**src/rtl/mul_seq_shiftadd.sv**
```systemverilog
// Iterative unsigned shift-and-add multiplier built around the fa_nbit adder.
// All vectors are [0:N-1] with bit 0 as the MSB, matching fa_nbit.

module fa_nbit #(
    parameter int N = 8
) (
    input  logic [0:N-1] A,
    input  logic [0:N-1] B,
    input  logic         cin,
    output logic [0:N-1] Sum,
    output logic         cout
);
    logic [0:N] total;

    assign total = {1'b0, A} + {1'b0, B} + {{N{1'b0}}, cin};
    assign cout  = total[0];
    assign Sum   = total[1:N];
endmodule

// state | meaning
// IDLE  | waiting for start; product holds the last result
// RUN   | one add/shift iteration per cycle, WIDTH iterations
// DONE  | product valid, done pulses; start here reissues without a bubble
module mul_seq_shiftadd #(
    parameter int WIDTH = 32,
    parameter int CW    = 7
) (
    input  logic               clk,
    input  logic               rst,
    input  logic               start,
    input  logic [0:WIDTH-1]   a,
    input  logic [0:WIDTH-1]   b,
    output logic               busy,
    output logic               done,
    output logic [0:2*WIDTH-1] product
);
    typedef enum logic [1:0] {
        IDLE,
        RUN,
        DONE
    } state_t;

    state_t           state;
    state_t           state_n;
    logic [0:WIDTH-1] mcand;
    logic [0:WIDTH-1] hi;
    logic [0:WIDTH-1] lo;
    logic [0:WIDTH-1] addend;
    logic [0:WIDTH-1] sum;
    logic             cout;
    logic [CW-1:0]    cnt;
    logic             load;
    logic             step;

    // lo[WIDTH-1] is the LSB: the multiplier bit consumed this iteration
    assign addend = lo[WIDTH-1] ? mcand : '0;

    fa_nbit #(.N(WIDTH)) u_add (
        .A    (hi),
        .B    (addend),
        .cin  (1'b0),
        .Sum  (sum),
        .cout (cout)
    );

    always_comb begin
        state_n = state;
        load    = 1'b0;
        step    = 1'b0;
        busy    = 1'b0;
        done    = 1'b0;
        case (state)
            IDLE: begin
                if (start) begin
                    load    = 1'b1;
                    state_n = RUN;
                end
            end
            RUN: begin
                busy = 1'b1;
                step = 1'b1;
                if (cnt == CW'(WIDTH - 1)) begin
                    state_n = DONE;
                end
            end
            DONE: begin
                done = 1'b1;
                if (start) begin
                    load    = 1'b1;
                    state_n = RUN;
                end else begin
                    state_n = IDLE;
                end
            end
            default: state_n = IDLE;
        endcase
    end

    always_ff @(posedge clk) begin
        if (rst) begin
            state <= IDLE;
            mcand <= '0;
            hi    <= '0;
            lo    <= '0;
            cnt   <= '0;
        end else begin
            state <= state_n;
            if (load) begin
                mcand <= a;
                hi    <= '0;
                lo    <= b;
                cnt   <= '0;
            end else if (step) begin
                // cout becomes the new MSB; the low sum bit shifts into lo
                hi  <= {cout, sum[0:WIDTH-2]};
                lo  <= {sum[WIDTH-1], lo[0:WIDTH-2]};
                cnt <= cnt + CW'(1);
            end
        end
    end

    assign product = {hi, lo};
endmodule
```
**config.mk**
```make
export PLATFORM = sky130hd
export DESIGN_NAME = mul_seq_shiftadd
export DESIGN_NICKNAME = d
export VERILOG_FILES = /design/src/rtl/mul_seq_shiftadd.sv
export SDC_FILE = /design/constraint.sdc
export NUM_CORES = 1
export LEC_CHECK = 0
export ABC_AREA = 1
export BUFFER_PORTS_ARGS = -buffer_cell sky130_fd_sc_hd__buf_2
export CORE_MARGIN = 8
export CORE_UTILIZATION = 40
export CTS_BUF_LIST = sky130_fd_sc_hd__clkbuf_8
export CTS_CLUSTER_SIZE = 30
export DETAILED_ROUTE_END_ITERATION = 7
export PLACE_DENSITY_LB_ADDON = 0.15
export SYNTH_ARGS = -nofsm -noshare
export SYNTH_HDL_FRONTEND = slang
export SYNTH_SLANG_ARGS = --single-unit
```
**constraint.sdc**
```tcl
create_clock -name clk -period 4.69 [get_ports clk]
set_clock_uncertainty 0.2 [all_clocks]
set_input_delay 0.469 -clock clk [delete_from_list [all_inputs] [get_ports clk]]
set_output_delay 0.469 -clock clk [all_outputs]
set_load 0.05 [all_outputs]
```
==> run metrics, run 1 <==
run status=complete, no violations; layout net count=1297; Starting Density=40.7%; H-Tree Depth=3; total CTS buffers=9; post-route ant nets=0; Post-synth top cells=nand2_1, inv_1, nor2_1; ranking of synthesized cells by area=dfxtp_1, nand2_1, inv_1, nor2_1, ha_1; top cell family by delay on the critical path=buffers and inverters; DRC violation count after routing=0; top_reg_cell synth=dfxtp_1; row count=47; WP depth=3; type of the worst setup path=reg -> out; largest net degree at the start of global routing=65; final setup margin=1.56 ns; post-synthesis register bit count=105; LEAKAGE=4.52 nW; combinational share of power=25.5%; initial antenna violation count=0; Mapped Cells=1084; final setup vio count=0; DRT Pass-1 Iters=6; sw frac=37.1%; gp weighted congestion=0.900; core area=16500 um^2; reg2reg path depth=14; CP startpoint kind=flop; root buffer cell=clkbuf_8; placed insts=1405; number of max-cap violations=0; Largest stage delay, worst path=0.73 ns; Ports=133; chip width=145 um; Post-CTS Resized=0; clk_lat worst skew=0.40 ns; crit path max fanout=33; Seq/Total Area, Yosys=31.3%; CTS tree=built; CP arrival=2.46 ns; CP max stage cell=inv_2; unrepaired setup endpoints after global routing=false; WL final=19000 um; Ys Warns=0; EDFF count, synth=0; Worst slew margin=37.6%; Syn Nets=1185; Syn Std Cell Area=6710 um^2; cells along the critical path=nand2_1 -> inv_2 -> buf_2; clock sinks=105; Final Util=46.7%; routed via count=6652; top-count cell post-synth=nand2_1; DR vias/cell=4.68; ys async rst share=0%; sequential share of power=48.6%; post-CTS setup repair buffer count=0; GRT overflow=0; synthesis-to-finish area growth=14.7%; Max VDD drop=0.151 mV; non-filler instance count after layout=1421; Power Dens Cells=269 nW/um^2; hold path depth=3; first-pass GRT wire length=32100 um; hpwl dp=14600 um; worst hold path type=in -> reg; GRT Overall Usage=18.1%; top cell type's share of synthesized area=31.3%; Final Hold Fails=0; setup_tns=0 ns; Synth area leader=dfxtp_1; Tcrit/Tclk final=66.7%; Final Max Slew Viols=0; Place WS=1.70 ns; P_sw=768 uW; fill count=1800; initial DRC count=297; Final min period=3.13 ns; vias in the first global route=6538; Die Ht=145 um; post-synthesis average cell area=6.19 um^2; worst slew pin tran=0.936 ns; CP bufs+invs=2; post-synth cell types=33; Clock transition at path regs=0.12 ns; Clock Path Buffers=2; Inserted Diodes=0; hold buffers post-CTS=0; clock share of power=25.9%; share of cells above drive strength 1=15.9%; fmax=320 MHz; internal power=1.30 mW; Die ar.=21200 um^2; crit path capture type=primary output; Wirelength per Cell=13.3 um; CP Data Required Time=4.02 ns; count of buffers from port buffering=132
through the flow:
stage	hold slack [ns]	power [mW]	instance area, um^2
floorplan	0.233	1.42	6710
global placement	0.253	1.56	7520
detailed placement	0.258	1.56	7520
CTS	0.0694	2.10	7690
global route	0.0806	2.19	7690
finish	0.0853	2.07	7690
area by class of cell:
class                   instances  area (um^2)  area share, %
multi-input cells             715         3580           46.6
flip-flops and latches        105         2100           27.3
inverters                     227          852           11.1
repair buffers                138          706           9.17
well taps                     220          275           3.58
clock buffers                   9          124           1.61
clock inverters                 7         51.3          0.667
logic make-up (layout without fill, tap and decap cells):
family          count (synthesis)  after routing  synth area share [%]
xor+xnor                       14             14                  1.83
compound gates                150            150                  13.2
fa+ha+maj                      34             34                  6.46
simple gates                  517            517                  31.9
flops                         105            105                  31.3
buf+inv                       264            381                  15.2
per-layer routing:
metal  share of wire [%]  GRT usage [%]  vias to the layer above
met3                 6.8           5.19                       19
met5                   0              0                        -
met1                  48           22.6                     2907
met2                  44           29.8                      169
li1                    -              -                     3557
met4                 1.5           5.31                        0
worst paths after layout:
path | slack [ns] | end | from
worst max register to register | 1.69 | hi[16] | lo[31]
worst min register to register | 0.27 | cnt[6] | cnt[6]
worst min-delay path | 0.09 | mcand[15] | a[15]
worst max-delay path | 1.56 | busy | state[0]
state kept, by name, indices dropped and copies added (netlist names):
| name | count |
|---|---|
| hi | 32 |
| state | 2 |
| lo | 32 |
| mcand | 32 |
| cnt | 7 |
placed cells by master (no fill, tap or decap), types with 5 or more instances in the layout:
cell type	n
buf_2	132
o21ai_1	5
buf_4	6
o21ai_0	78
nand2_1	266
nand3_1	45
nand2_2	13
nor2_1	166
a221oi_1	30
nand3_2	5
dfxtp_1	105
inv_1	218
clkbuf_8	9
xor2_1	13
inv_2	9
ha_1	33
a21oi_1	27
nor3_1	7
power groups by stage:
stage	registers (mW)	logic [mW]	clock network, mW
after floorplan	1.17	0.247	0
after global placement	1.03	0.529	0
after detailed placement	1.03	0.532	0
after CTS	1.01	0.533	0.558
after global routing	1.02	0.583	0.593
final	1.01	0.527	0.537
tightest hold or removal path, delay by kind of cell:
family                 cells  cell delay, ns
and+or+nand+nor            2            0.11
buffers and inverters      1            0.07
No activity file was read; power rests on OpenSTA's default activity.
==> inputs of run 2 (changes only) <==
- ABC_AREA: 1 -> 0
- clock period: 4.69 -> 3.19 ns (I/O delays scaled with it)
==> run metrics, run 2 <==
run status=complete, no violations; top cell type's share of synthesized area=35.9%; Regs by FF count=hi (32), lo (32), mcand (32); row count=44; worst slew pin tran=0.659 ns; initial DRC count=361; clock sinks=105; CTS tree=built; Die ar.=18800 um^2; Ys Warns=0; Clock Path Buffers=2; first-pass GRT wire length=28700 um; Wirelength per Cell=15.8 um; final setup vio count=0; Syn Nets=860; type of the worst setup path=reg -> reg; HP Start=b[10]; top_reg_cell synth=dfxtp_1; DR vias/cell=5.41; internal reg-to-reg setup slack=0.18 ns; Tcrit/Tclk final=94.4%; chip width=137 um; EDFF count, synth=0; unrepaired setup endpoints after global routing=false; vias in the first global route=5935; Final min period=3.01 ns; WHS=0.0232 ns; LEAKAGE=3.33 nW; Final Hold Fails=0; Max VDD drop=0.248 mV; Ports=133; hold path depth=3; top-count cell post-synth=nand2_1; ys async rst share=0%; worst hold path type=in -> reg; post-synthesis register bit count=105; DRT Pass-1 Iters=5; final design instance area without fill=7330 um^2; layout net count=1011; Worst R2R End=hi[4]; CP startpoint kind=flop; post-synthesis average cell area=7.71 um^2; number of max-cap violations=0; setup_tns=0 ns; CP Data Required Time=3.30 ns; core area=14400 um^2; Worst slew margin=56.1%; gp weighted congestion=0.882; Post-synth top cells=nand2_1, dfxtp_1, a21oi_1; hold endpoint=lo[10]; fmax=332 MHz; largest net degree at the start of global routing=65; Seq/Total Area, Yosys=35.9%; Inserted Diodes=0; most frequent cells in the layout=buf_2, nand2_1, dfxtp_1; DRC violation count after routing=0; crit path max fanout=15; Clock transition at path regs=0.11 ns; clk_lat worst skew=0.39 ns; crit path capture type=flop; GRT Overall Usage=18.7%; ranking of synthesized cells by area=dfxtp_1, nand2_1, ha_1, a21oi_1, and2_1; synthesis-to-finish area growth=25.2%; Synth area leader=dfxtp_1; final setup margin=0.179 ns; dpl cell area=6680 um^2; root buffer cell=clkbuf_8; Final Max Slew Viols=0; post-CTS setup repair buffer count=0; post-route ant nets=0; GRT overflow=0; H-Tree Depth=3; Starting Density=40.6%; commonest non-fill, non-tap cell in the layout=buf_2; WL final=17400 um; routed via count=5943; hpwl dp=12800 um; Die Ht=137 um; count of buffers from port buffering=132; reg2reg path depth=10; CP arrival=3.12 ns; share of cells above drive strength 1=20.0%; Place WS=0.174 ns; total CTS buffers=9; initial antenna violation count=0; Syn Std Cell Area=5850 um^2; post-synth cell types=61; Mapped Cells=759; Power Dens Cells=405 nW/um^2; Crit Reg-Reg Startpoint=lo[31]
-- run 2: cell count changes in the layout (fill, tap and decap cells not counted), moves of 29 or more --
cell / delta
o22ai_1: +33
a221oi_1: -29
a21oi_1: +54
dlygate4sd3_1: +42
nor2_1: -109
and2_1: +38
inv_1: -213
o21ai_0: -56
nand2_1: -144
nor3_1: +36
-- run 2: cells by family after synthesis --
family,Yosys count,synth area share (%)
compound gates,214,23.3
xor+xnor,20,2.99
fa+ha+maj,34,7.39
buf+inv,58,3.87
flops,105,35.9
mux,1,0.171
simple gates,327,26.4
-- run 2: worst max path at each step --
stage	from	endpoint	slack, ns
4_1_cts	lo[31]	hi[4]	0.14
5_1_grt	lo[31]	hi[4]	0.005
2_1_floorplan	lo[31]	hi[11]	0.03
3_3_place_gp	lo[31]	hi[3]	0.28
3_5_place_dp	lo[31]	hi[4]	0.17
6_report	lo[31]	hi[4]	0.18
-- run 2: critical path, cell delays in order, from the launching register on --
cell      delay, ns
dfxtp_1        0.33
buf_4          0.19
and2_1         0.17
ha_1           0.38
and2_1         0.26
and3_1         0.22
nand4_1        0.15
a31oi_1        0.33
o21ai_1        0.17
a2111o_1       0.43
o211ai_1       0.09
-- run 2: where the power goes --
part / total [mW] / internal [mW] / switching (mW)
clock network: 0.914 / 0.385 / 0.529
registers: 1.44 / 1.38 / 0.0506
logic: 0.623 / 0.205 / 0.417
-- run 2: cell type report --
| type | count | area [um^2] |
|---|---|---|
| Fill cell | 1418 | 7090 |
| Multi-Input combinational cell | 596 | 3540 |
| Sequential cell | 105 | 2100 |
| Timing Repair Buffer | 192 | 1220 |
| Tap cell | 184 | 230 |
| Clock buffer | 9 | 124 |
| Clock inverter | 7 | 97.6 |
| Inverter | 6 | 22.5 |
-- run 2: through the flow --
stage	power, mW	std cells	util, %
CTS	3.00	1099	50.8
global placement	2.04	1041	46.3
detailed placement	2.05	1041	46.3
finish	2.97	1099	50.8
global route	3.11	1099	50.8
floorplan	1.87	759	-
-- run 2: repair_timing --
item,CTS,global route
endpoints found under the setup margin,0,3
hold buffers,42,0
resized for setup,0,3
endpoints found under the hold margin,41,0
-- run 2: per-layer routing --
metal / vias to the layer above / routed length [um] / track usage (%)
li1: 3000 / - / -
met1: 2762 / 8040 / 23.5
met2: 160 / 8110 / 30.8
met3: 21 / 944 / 4.04
met4: 0 / 291 / 6.34
met5: - / 0 / 0
==> inputs of run 3 (changes only) <==
- CELL_PAD_IN_SITES_DETAIL_PLACEMENT: default -> 0
- CELL_PAD_IN_SITES_GLOBAL_PLACEMENT: default -> 1
- HOLD_SLACK_MARGIN: default -> 0.12
==> run metrics, run 3 (synthesized netlist as in run 2, its figures left out) <==
run status=complete, no violations; Die Ht=137 um; Max VDD drop=0.274 mV; type of the worst setup path=reg -> reg; root buffer cell=clkbuf_8; hpwl dp=12600 um; initial DRC count=385; DR vias/cell=5.34; most frequent cells in the layout=buf_2, nand2_1, dfxtp_1; worst slew pin tran=0.916 ns; total power=3.06 mW; Clock Path Buffers=2; internal power=2.09 mW; Die ar.=18800 um^2; clk_lat worst skew=0.38 ns; DRC violation count after routing=0; post-route ant nets=0; unrepaired setup endpoints after global routing=false; combinational share of power=20.8%; Power Dens Cells=402 nW/um^2; CTS tree=built; GRT Overall Usage=18.6%; largest net degree at the start of global routing=66; final setup vio count=0; gp weighted congestion=0.890; Final Util=52.7%; initial antenna violation count=0; Final Hold Fails=0; number of max-cap violations=0; chip width=137 um; row count=44; Tcrit/Tclk final=92.9%; routed via count=5995; Wirelength per Cell=15.7 um; CP startpoint kind=flop; CP arrival=3.09 ns; Final Max Slew Viols=0; total CTS buffers=9; P_sw=962 uW; Inserted Diodes=0; H-Tree Depth=3; worst hold path type=in -> reg; Ports=133; layout net count=1034; GRT overflow=0; vias in the first global route=5854; count of buffers from port buffering=132; Starting Density=40.6%; DRT Pass-1 Iters=4; crit path max fanout=16; post-CTS setup repair buffer count=0; fmax=337 MHz; LEAKAGE=3.44 nW; Worst slew margin=38.9%; core area=14400 um^2; sequential share of power=47.1%; WL final=17600 um; clock share of power=32.1%; sw frac=31.5%; share of cells above drive strength 1=19.9%; synthesis-to-finish area growth=29.8%; first-pass GRT wire length=28500 um; clock sinks=105; Clock transition at path regs=0.10 ns; Regs by FF count=hi (32), lo (32), mcand (32); commonest non-fill, non-tap cell in the layout=buf_2; Final min period=2.96 ns; CP Data Required Time=3.31 ns; crit path capture type=flop
-- run 3: changes by cell type in the layout (fill, tap and decap cells not counted), moves of 2 or more --
| cell | previous run | this run |
|---|---|---|
| dlygate4sd3_1 | 42 | 64 |
| clkbuf_8 | 9 | 11 |
| clkinv_4 | 2 | 0 |
| clkinv_8 | 2 | 0 |
| o21ai_0 | 22 | 24 |
| o21ai_1 | 6 | 4 |
-- run 3: area by class of cell --
cell class | instances | area [um^2]
Fill cell | 1402 | 6830
Multi-Input combinational cell | 596 | 3560
Sequential cell | 105 | 2110
Timing Repair Buffer | 215 | 1440
Tap cell | 184 | 230
Clock buffer | 11 | 151
Clock inverter | 5 | 82.6
Inverter | 6 | 22.5
-- run 3: worst paths after layout --
| kind | endpoint | start | slack (ns) | cells past startpoint |
|---|---|---|---|---|
| worst max-delay path | hi[1] | lo[31] | 0.23 | 11 |
| worst min-delay path | mcand[31] | rst | 0.14 | 2 |
| worst max register to register | hi[1] | lo[31] | 0.23 | 11 |
| worst min register to register | mcand[27] | mcand[27] | 0.26 | 2 |
-- run 3: through the flow --
| stage | worst slack [ns] | std cells | cell area [um^2] | TNS [ns] | hold slack, ns |
|---|---|---|---|---|---|
| 2_1_floorplan | 0.0267 | 759 | 5850 | 0 | 0.232 |
| 3_3_place_gp | -0.0486 | 1042 | 6690 | -0.0486 | 0.243 |
| 3_5_place_dp | -0.137 | 1042 | 6690 | -0.192 | 0.244 |
| 4_1_cts | 0.0424 | 1122 | 7570 | 0 | 0.128 |
| 5_1_grt | 0.00142 | 1122 | 7600 | 0 | 0.158 |
| 6_report | 0.225 | 1122 | 7600 | 0 | 0.141 |
-- run 3: metal layers --
| layer | vias up | track usage, % | part of all wire, % |
|---|---|---|---|
| li1 | 3053 | - | - |
| met1 | 2780 | 24.0 | 46 |
| met2 | 147 | 29.6 | 45 |
| met3 | 15 | 4.66 | 7.1 |
| met4 | 0 | 6.52 | 1.4 |
| met5 | - | 0 | 0 |
-- run 3: power groups by stage --
stage	Sequential [mW]	Clock (mW)	Combinational (mW)
2_1_floorplan	1.62	0	0.251
3_3_place_gp	1.47	0	0.570
3_5_place_dp	1.47	0	0.577
4_1_cts	1.44	1.00	0.638
5_1_grt	1.45	1.05	0.689
6_report	1.44	0.982	0.635
-- run 3: critical path: stages (launching register included) --
cell and delay (ns):
dfxtp_4 0.42, buf_4 0.17, and2_1 0.15, ha_1 0.34, buf_4 0.18, nand3_1 0.11
nor2_1 0.07, a221oi_2 0.29, o21a_1 0.23, a211oi_1 0.12, or4_1 0.52, nand3_1 0.10
-- run 3: what timing repair did --
action	in CTS	in global routing
endpoints found under the setup margin	6	8
gates resized for setup	1	5
pin swaps	0	2
endpoints found under the hold margin	64	0
hold buffers	64	0
